===== src/rtl/mem_bus_arbiter.sv =====
// Two-master (core M-stage, UART bridge) to one-slave Wishbone arbiter for the data memory.
// Registered ownership with a bounded core burst, abort on request drop, and a transfer timeout.
module mem_bus_arbiter #(
  parameter int DATA_WIDTH     = 32,
  parameter int ADDR_WIDTH     = 32,
  parameter int CORE_BURST_MAX = 4,
  parameter int TIMEOUT_CYCLES = 16
) (
  input  logic                  clk,
  input  logic                  rst,

  input  logic                  core_cyc_i,
  input  logic                  core_stb_i,
  input  logic                  core_we_i,
  input  logic [ADDR_WIDTH-1:0] core_adr_i,
  input  logic [DATA_WIDTH-1:0] core_dat_i,
  input  logic [2:0]            core_funct3_i,
  output logic [DATA_WIDTH-1:0] core_dat_o,
  output logic                  core_ack_o,
  output logic                  core_err_o,
  output logic                  core_stall_o,

  input  logic                  uart_cyc_i,
  input  logic                  uart_stb_i,
  input  logic                  uart_we_i,
  input  logic [ADDR_WIDTH-1:0] uart_adr_i,
  input  logic [DATA_WIDTH-1:0] uart_dat_i,
  output logic [DATA_WIDTH-1:0] uart_dat_o,
  output logic                  uart_ack_o,
  output logic                  uart_err_o,

  output logic                  mem_cyc_o,
  output logic                  mem_stb_o,
  output logic                  mem_we_o,
  output logic [ADDR_WIDTH-1:0] mem_adr_o,
  output logic [DATA_WIDTH-1:0] mem_dat_o,
  output logic [2:0]            mem_funct3_o,
  input  logic [DATA_WIDTH-1:0] mem_dat_i,
  input  logic                  mem_ack_i,

  output logic [1:0]            grant_o
);

  localparam int SW = $clog2(CORE_BURST_MAX + 1);
  localparam int TW = (TIMEOUT_CYCLES > 2) ? $clog2(TIMEOUT_CYCLES) : 1;
  localparam logic [SW-1:0] BURST_MAX = SW'(CORE_BURST_MAX);
  localparam logic [TW-1:0] TIMER_MAX = TW'(TIMEOUT_CYCLES - 1);

  typedef enum logic [1:0] {
    IDLE = 2'b00,
    CORE = 2'b01,
    UART = 2'b10
  } state_t;

  state_t        state, state_d;
  logic [SW-1:0] streak, streak_d;
  logic [TW-1:0] timer, timer_d;
  logic          core_err_q, uart_err_q;
  logic          core_err_d, uart_err_d;

  logic req_core, req_uart, owner_req;
  logic own_core, own_uart;

  assign req_core  = core_cyc_i & core_stb_i;
  assign req_uart  = uart_cyc_i & uart_stb_i;
  assign owner_req = (state == CORE) ? req_core : req_uart;

  always_comb begin
    state_d    = state;
    streak_d   = streak;
    timer_d    = timer;
    core_err_d = 1'b0;
    uart_err_d = 1'b0;
    case (state)
      IDLE: begin
        timer_d = '0;
        if (req_uart && (streak == BURST_MAX)) begin
          state_d  = UART;
          streak_d = '0;
        end else if (req_core) begin
          state_d = CORE;
          if (req_uart)
            streak_d = (streak == BURST_MAX) ? streak : streak + 1'b1;
          else
            streak_d = '0;
        end else if (req_uart) begin
          state_d  = UART;
          streak_d = '0;
        end
      end
      CORE, UART: begin
        // An ack always wins over both the abort and the timeout in the same cycle.
        if (mem_ack_i || !owner_req) begin
          state_d = IDLE;
          timer_d = '0;
        end else if (timer == TIMER_MAX) begin
          state_d    = IDLE;
          timer_d    = '0;
          core_err_d = (state == CORE);
          uart_err_d = (state == UART);
        end else begin
          timer_d = timer + 1'b1;
        end
      end
      default: begin
        state_d = IDLE;
        timer_d = '0;
      end
    endcase
  end

  always_ff @(posedge clk) begin
    if (!rst) begin
      state      <= IDLE;
      streak     <= '0;
      timer      <= '0;
      core_err_q <= 1'b0;
      uart_err_q <= 1'b0;
    end else begin
      state      <= state_d;
      streak     <= streak_d;
      timer      <= timer_d;
      core_err_q <= core_err_d;
      uart_err_q <= uart_err_d;
    end
  end

  // Ownership is masked by reset so the slave and both masters see a quiet bus while rst is low.
  assign own_core = rst & (state == CORE);
  assign own_uart = rst & (state == UART);

  always_comb begin
    mem_cyc_o    = 1'b0;
    mem_stb_o    = 1'b0;
    mem_we_o     = 1'b0;
    mem_adr_o    = '0;
    mem_dat_o    = '0;
    mem_funct3_o = '0;
    if (own_core) begin
      mem_cyc_o    = core_cyc_i;
      mem_stb_o    = core_stb_i;
      mem_we_o     = core_we_i;
      mem_adr_o    = core_adr_i;
      mem_dat_o    = core_dat_i;
      mem_funct3_o = core_funct3_i;
    end else if (own_uart) begin
      mem_cyc_o    = uart_cyc_i;
      mem_stb_o    = uart_stb_i;
      mem_we_o     = uart_we_i;
      mem_adr_o    = uart_adr_i;
      mem_dat_o    = uart_dat_i;
      mem_funct3_o = 3'b010;
    end
  end

  assign core_ack_o   = own_core & mem_ack_i;
  assign uart_ack_o   = own_uart & mem_ack_i;
  assign core_dat_o   = own_core ? mem_dat_i : '0;
  assign uart_dat_o   = own_uart ? mem_dat_i : '0;
  assign core_err_o   = core_err_q;
  assign uart_err_o   = uart_err_q;
  assign core_stall_o = rst & req_core & ~(own_core & mem_ack_i);
  assign grant_o      = state;

endmodule


===== config.mk =====
export PLATFORM = sky130hd
export DESIGN_NAME = mem_bus_arbiter
export DESIGN_NICKNAME = d
export VERILOG_FILES = /design/src/rtl/mem_bus_arbiter.sv
export SDC_FILE = /design/constraint.sdc
export NUM_CORES = 1
export LEC_CHECK = 0
export ABC_AREA = 1
export CAP_MARGIN = 20
export CORE_AREA = 2 2 122 124
export DETAILED_ROUTE_END_ITERATION = 12
export DIE_AREA = 0 0 124 126
export HOLD_SLACK_MARGIN = 0.03
export SYNTH_ARGS = -nofsm -noshare
export SYNTH_HDL_FRONTEND = slang
export SYNTH_SLANG_ARGS = --single-unit

===== constraint.sdc =====
create_clock -name clk -period 3.8 [get_ports clk]
set_clock_uncertainty 0.1 [all_clocks]
set_input_delay 0.38 -clock clk [delete_from_list [all_inputs] [get_ports clk]]
set_output_delay 0.38 -clock clk [all_outputs]
set_load 0.03 [all_outputs]

==> impl_metrics.env <==
export IMPL_num_vias=3594
export IMPL_synth_compound_area_frac=0.212
export IMPL_ir_drop_mv=0.110
export IMPL_startpoint_type="flop"
export IMPL_core_mm2=0.0143
export IMPL_area_growth_syn_to_layout_pct=153
export IMPL_rsz0062_at_grt="no"
export IMPL_die_area_mm2=0.0156
export IMPL_r2r_setup_slack_ps=1750
export IMPL_grt_pass1_vias=3519
export IMPL_status="finished, final reports clean"
export IMPL_postCtsSetupBuffers=0
export IMPL_synth_warnings=0
export IMPL_maxSlewViolCount=0
export IMPL_synth_main_ff_cell="dfxtp_1"
export IMPL_antenna_cells=0
export IMPL_first_pass_iters=6
export IMPL_global_route_usage_met3=0.0403
export IMPL_synth_cell_type_count=25
export IMPL_worstRegToRegCells=9
export IMPL_fin_crit_ps=3160
export IMPL_met1_usage=0.175
export IMPL_antenna_found_initial=0
export IMPL_clk_pin_slew_ps=40
export IMPL_overflow=0
export IMPL_synthSimpleGateAreaFrac=0.365
export IMPL_crit_arrival_ps=2680
export IMPL_cts_hold_buf=0
export IMPL_start_util=0.150
export IMPL_relSlewSlack=0.491
export IMPL_grt_busiest_layer="met2"
export IMPL_tightestPinTransition_ps=763
export IMPL_dp_cells=886
export IMPL_r2r_start="grant_o[1]"
export IMPL_avgSynthCellArea_um2=5.19
export IMPL_synthMuxAreaShare=0
export IMPL_via_per_inst=4.04
export IMPL_grt_use_total=0.144
export IMPL_grt_use_met2=0.255
export IMPL_hpwl_mm=10.1
export IMPL_hold_viol_final=0
export IMPL_nNetsFinal=885
export IMPL_fp_dieW_um=124
export IMPL_cts_resized=0
export IMPL_synthAdderAreaFrac=0.0349
export IMPL_grt_pass1_wl_mm=18.1
export IMPL_critPathRequiredTime_ps=3320
export IMPL_drtIter0Drc=149
export IMPL_cts_htree_levels=1
export IMPL_drive_gt1_frac=0.0722
export IMPL_crit_type="flop to primary output"
export IMPL_maxCapViolCount=0
export IMPL_worst_r2r_endpoint="grant_o[1]"
export IMPL_syn_inst=415
export IMPL_cp_max_fo=38
export IMPL_clock_root_buffer="clkbuf_16"
export IMPL_num_rows=44
export IMPL_syn_nets=593
export IMPL_hold_slack_ps=347
export IMPL_synth_top_area_cell="inv_1"
export IMPL_setup_violations=0
export IMPL_cts_sinks=11
export IMPL_fmax_mhz=317
export IMPL_die_y_um=126
export IMPL_synth_edf_count=0
export IMPL_ys_top_cells_by_area="inv_1 (20%), nand3_1 (17%), nor2_1 (13%)"
export IMPL_synth_seq_cells=11
export IMPL_port_buffers=312
export IMPL_hp_class="flop to flop"
export IMPL_yosysTopAreaCellShare=0.199
export IMPL_grt_max_degree=74
export IMPL_endpoint="mem_adr_o[18]"
export IMPL_synth_most_common_cell="inv_1"
export IMPL_async_flop_share=0
export IMPL_synth_top_family_by_area="simple AND/OR/NAND/NOR gates"
export IMPL_synth_seq_area_share=0.102
export IMPL_antenna_left=0
export IMPL_setup_worst_path_end_class="primary output"
export IMPL_io_pins=313
export IMPL_cts_tree="built"
export IMPL_clkLatencyLatePin_ps=240
export IMPL_synth_common_cells="inv_1 (114), nor2_1 (75), nand3_1 (74), o21ai_0 (47), o21ai_2 (20)"
export IMPL_fin_setup_tns_ps=0
export IMPL_layout_cells_non_filler=890
export IMPL_p_leak_nw=2.38
export IMPL_place_congestion=0.774
export IMPL_fin_util=0.380
export IMPL_drcViolationCount=0
export IMPL_synthXorXnorAreaFrac=0.00813
export IMPL_wl_per_cell_um=13.7
export IMPL_routed_wl_mm=12.2
export IMPL_power_density_mw_per_mm2=158
export IMPL_timing_final_crit_share=0.831
export IMPL_cts_path_max_buffers=2
export IMPL_numCtsBuffers=3
export IMPL_netlist_area_mm2=0.00215
export IMPL_startpoint="grant_o[1]"
[registers in the layout, summed over array words and instances (netlist names)]
| register | count |
|---|---|
| streak | 3 |
| grant_o | 2 |
| core_err_o | 1 |
| timer | 4 |
| uart_err_o | 1 |
[area by class of cell]
type,count,area (um^2)
multi-input cells,259,1340
clock buffers,4,78.8
flip-flops and latches,11,220
fillers,1554,8870
inverters,116,435
well taps,184,230
repair buffers,316,3140
[cell usage in the layout, fill, tap and decap left out, drive strengths merged]
cell type        n
dfxtp           11
inv            116
a21oi            6
nand4            1
o21bai           1
xor2             1
clkdlybuf4s50  298
clkbuf           4
nand3           75
buf             18
nor2            77
nor3             1
o21ai           68
xnor2            1
nand2           22
ha               6
[how the worst min path moves through the flow]
stage | startpoint | end | slack (ps) | cells after the start
floorplan | timer[0] | timer[0] | 320 | 1
global placement | timer[0] | timer[0] | 330 | 1
detailed placement | timer[0] | timer[0] | 340 | 1
CTS | timer[0] | timer[0] | 350 | 1
global route | timer[0] | timer[0] | 370 | 1
finish | timer[0] | timer[0] | 350 | 1
[metal layers]
| layer | routed length [um] | share of wire | vias up |
|---|---|---|---|
| met2 | 5890 | 0.48 | 204 |
| met3 | 1400 | 0.12 | 10 |
| met1 | 4760 | 0.39 | 1541 |
| met5 | 0 | 0 | - |
| met4 | 117 | 0.0096 | 0 |
| li1 | - | - | 1839 |
[critical path, stage by stage, from the launching register on]
cell,delay [ps]
dfxtp_1,370
inv_1,80
ha_2,200
inv_2,60
nand3_2,440
buf_12,390
o21ai_0,190
clkdlybuf4s50_1,700
[per-stage QoR]
step	cell area (um^2)	setup slack (ps)	total power [mW]
global route	5440	426	0.916
global placement	5360	881	0.678
CTS	5440	599	0.873
finish	5440	643	0.860
detailed placement	5360	862	0.677
floorplan	2150	1350	0.366
[cell families (layout without fill, tap and decap cells)]
group	Yosys count	count (layout)
AO/OA/AOI/OAI	75	75
XOR/XNOR	2	2
adder cells (fa/ha/maj)	6	6
buffers and inverters	145	436
flip-flops	11	11
AND/OR/NAND/NOR	176	176
[report_power, final]
group / total (mW) / switching (mW) / internal, mW / leakage (nW)
sequential: 0.122 / 0.00292 / 0.119 / 0.0890
combinational: 0.547 / 0.269 / 0.278 / 2.26
clock: 0.191 / 0.0501 / 0.141 / 0.0382
Note: power is estimated with default switching activity, not from simulation.
==> edit (config.mk and constraints unchanged) <==
Change the parameter `DATA_WIDTH` from 32 to 16.
--- a/src/rtl/mem_bus_arbiter.sv
+++ b/src/rtl/mem_bus_arbiter.sv
@@ -1,7 +1,7 @@
 // Two-master (core M-stage, UART bridge) to one-slave Wishbone arbiter for the data memory.
 // Registered ownership with a bounded core burst, abort on request drop, and a transfer timeout.
 module mem_bus_arbiter #(
-  parameter int DATA_WIDTH     = 32,
+  parameter int DATA_WIDTH     = 16,
   parameter int ADDR_WIDTH     = 32,
   parameter int CORE_BURST_MAX = 4,
   parameter int TIMEOUT_CYCLES = 16
Ports: changed (6 resized); port bits go from 313 to 217. The function was not compared with the original's and may differ.
==> edit against the unedited design <==
- cell area decreased by 26%
- total power shrank 21%
- wire length decreased by 32%
- sequential power is essentially flat
- largest power group unchanged
- die area did not move
- global-route usage shrank 4.6 points
- area after synthesis is 24% lower
- first-iteration DRC count fell by 47%
- cell count shrank 22%
- sequential share of layout area grew 1.4 points
- critical endpoint is now core_stall_o
- setup slack better by 0.27 ns
- sequential cell count is the same
==> edit: results (changes against the unedited design) <==
clkCellAreaFrac_pct: 1.953  # +0.51 points
inv_count: 85  # -27%
p_leak_nw: 1.696  # -29%
nNonClkBuffers: 221  # -30%
wl_per_cell_um: 11.79  # -14%
finalNetCount: 645  # -27%
nMultiInputCombCells: 193  # -25%
grt_pass1_vias: 2423  # -31%
clkPwrFrac_pct: 28.2  # +6.0 points
relSlewSlack_pct: 57.66  # +8.6 points
combPwrFrac_pct: 53.9  # -9.7 points
grt_use_total_pct: 9.850  # -4.6 points
multi_input_area_share_pct: 24.53  # -0.048 points
r2r_slack_ns: 2.18  # +0.43 ns
synth_compound_area_share_pct: 17.45  # -3.8 points
peakVddDrop_mv: 0.09068  # -17%
grt_max_degree: 51  # -31%
grt_use_met1_pct: 11.28  # -6.2 points
synth_cell_types: 23  # -8.0%
syn_nets: 439  # -26%
place.gp.congestion: 0.7969  # +3.0%
use_met2_pct: 17.52  # -8.0 points
first_pass_iters: 4  # -2
nonClkBufAreaFrac_pct: 54.39  # -3.3 points
dp_hpwl_um: 6639  # -34%
status: "complete, no violations"
design.seq.count: 11  # unchanged
synthAdderAreaFrac_pct: 4.612  # +1.1 points
drive_above_1_share_pct: 4.475  # -2.7 points
ys_top_cells_by_area: "inv_1, nand3_1, o21ai_0"
drtIter0Drc: 79  # -47%
crit_end: "core_stall_o"
io_buffers: 216  # -31%
[edit: critical path: cells and delay by family, from the launching register on]
family / cells / cell delay [ns]
buffers and inverters: 3 / 0.99
and+or+nand+nor: 3 / 0.61
DFF: 1 / 0.37
adders and majority gates: 1 / 0.19
[edit: routing by layer]
| metal | share of wire [%] | vias up | routed length (um) |
|---|---|---|---|
| met1 | 40 | 1095 | 3325 |
| met5 | 0 | - | 0 |
| met4 | 1.8 | 0 | 148 |
| met3 | 11 | 11 | 893 |
| met2 | 47 | 151 | 3863 |
| li1 | - | 1354 | - |
[edit: per-stage QoR]
stage	std cells	cell area, um^2	setup WS (ns)	hold WS (ns)
2_1_floorplan	309	1628	1.362	0.3176
3_3_place_gp	694	3956	1.137	0.3337
3_5_place_dp	694	3956	1.135	0.3446
4_1_cts	698	4035	0.8742	0.3540
5_1_grt	698	4035	0.7201	0.3690
6_report	698	4035	0.9107	0.3449
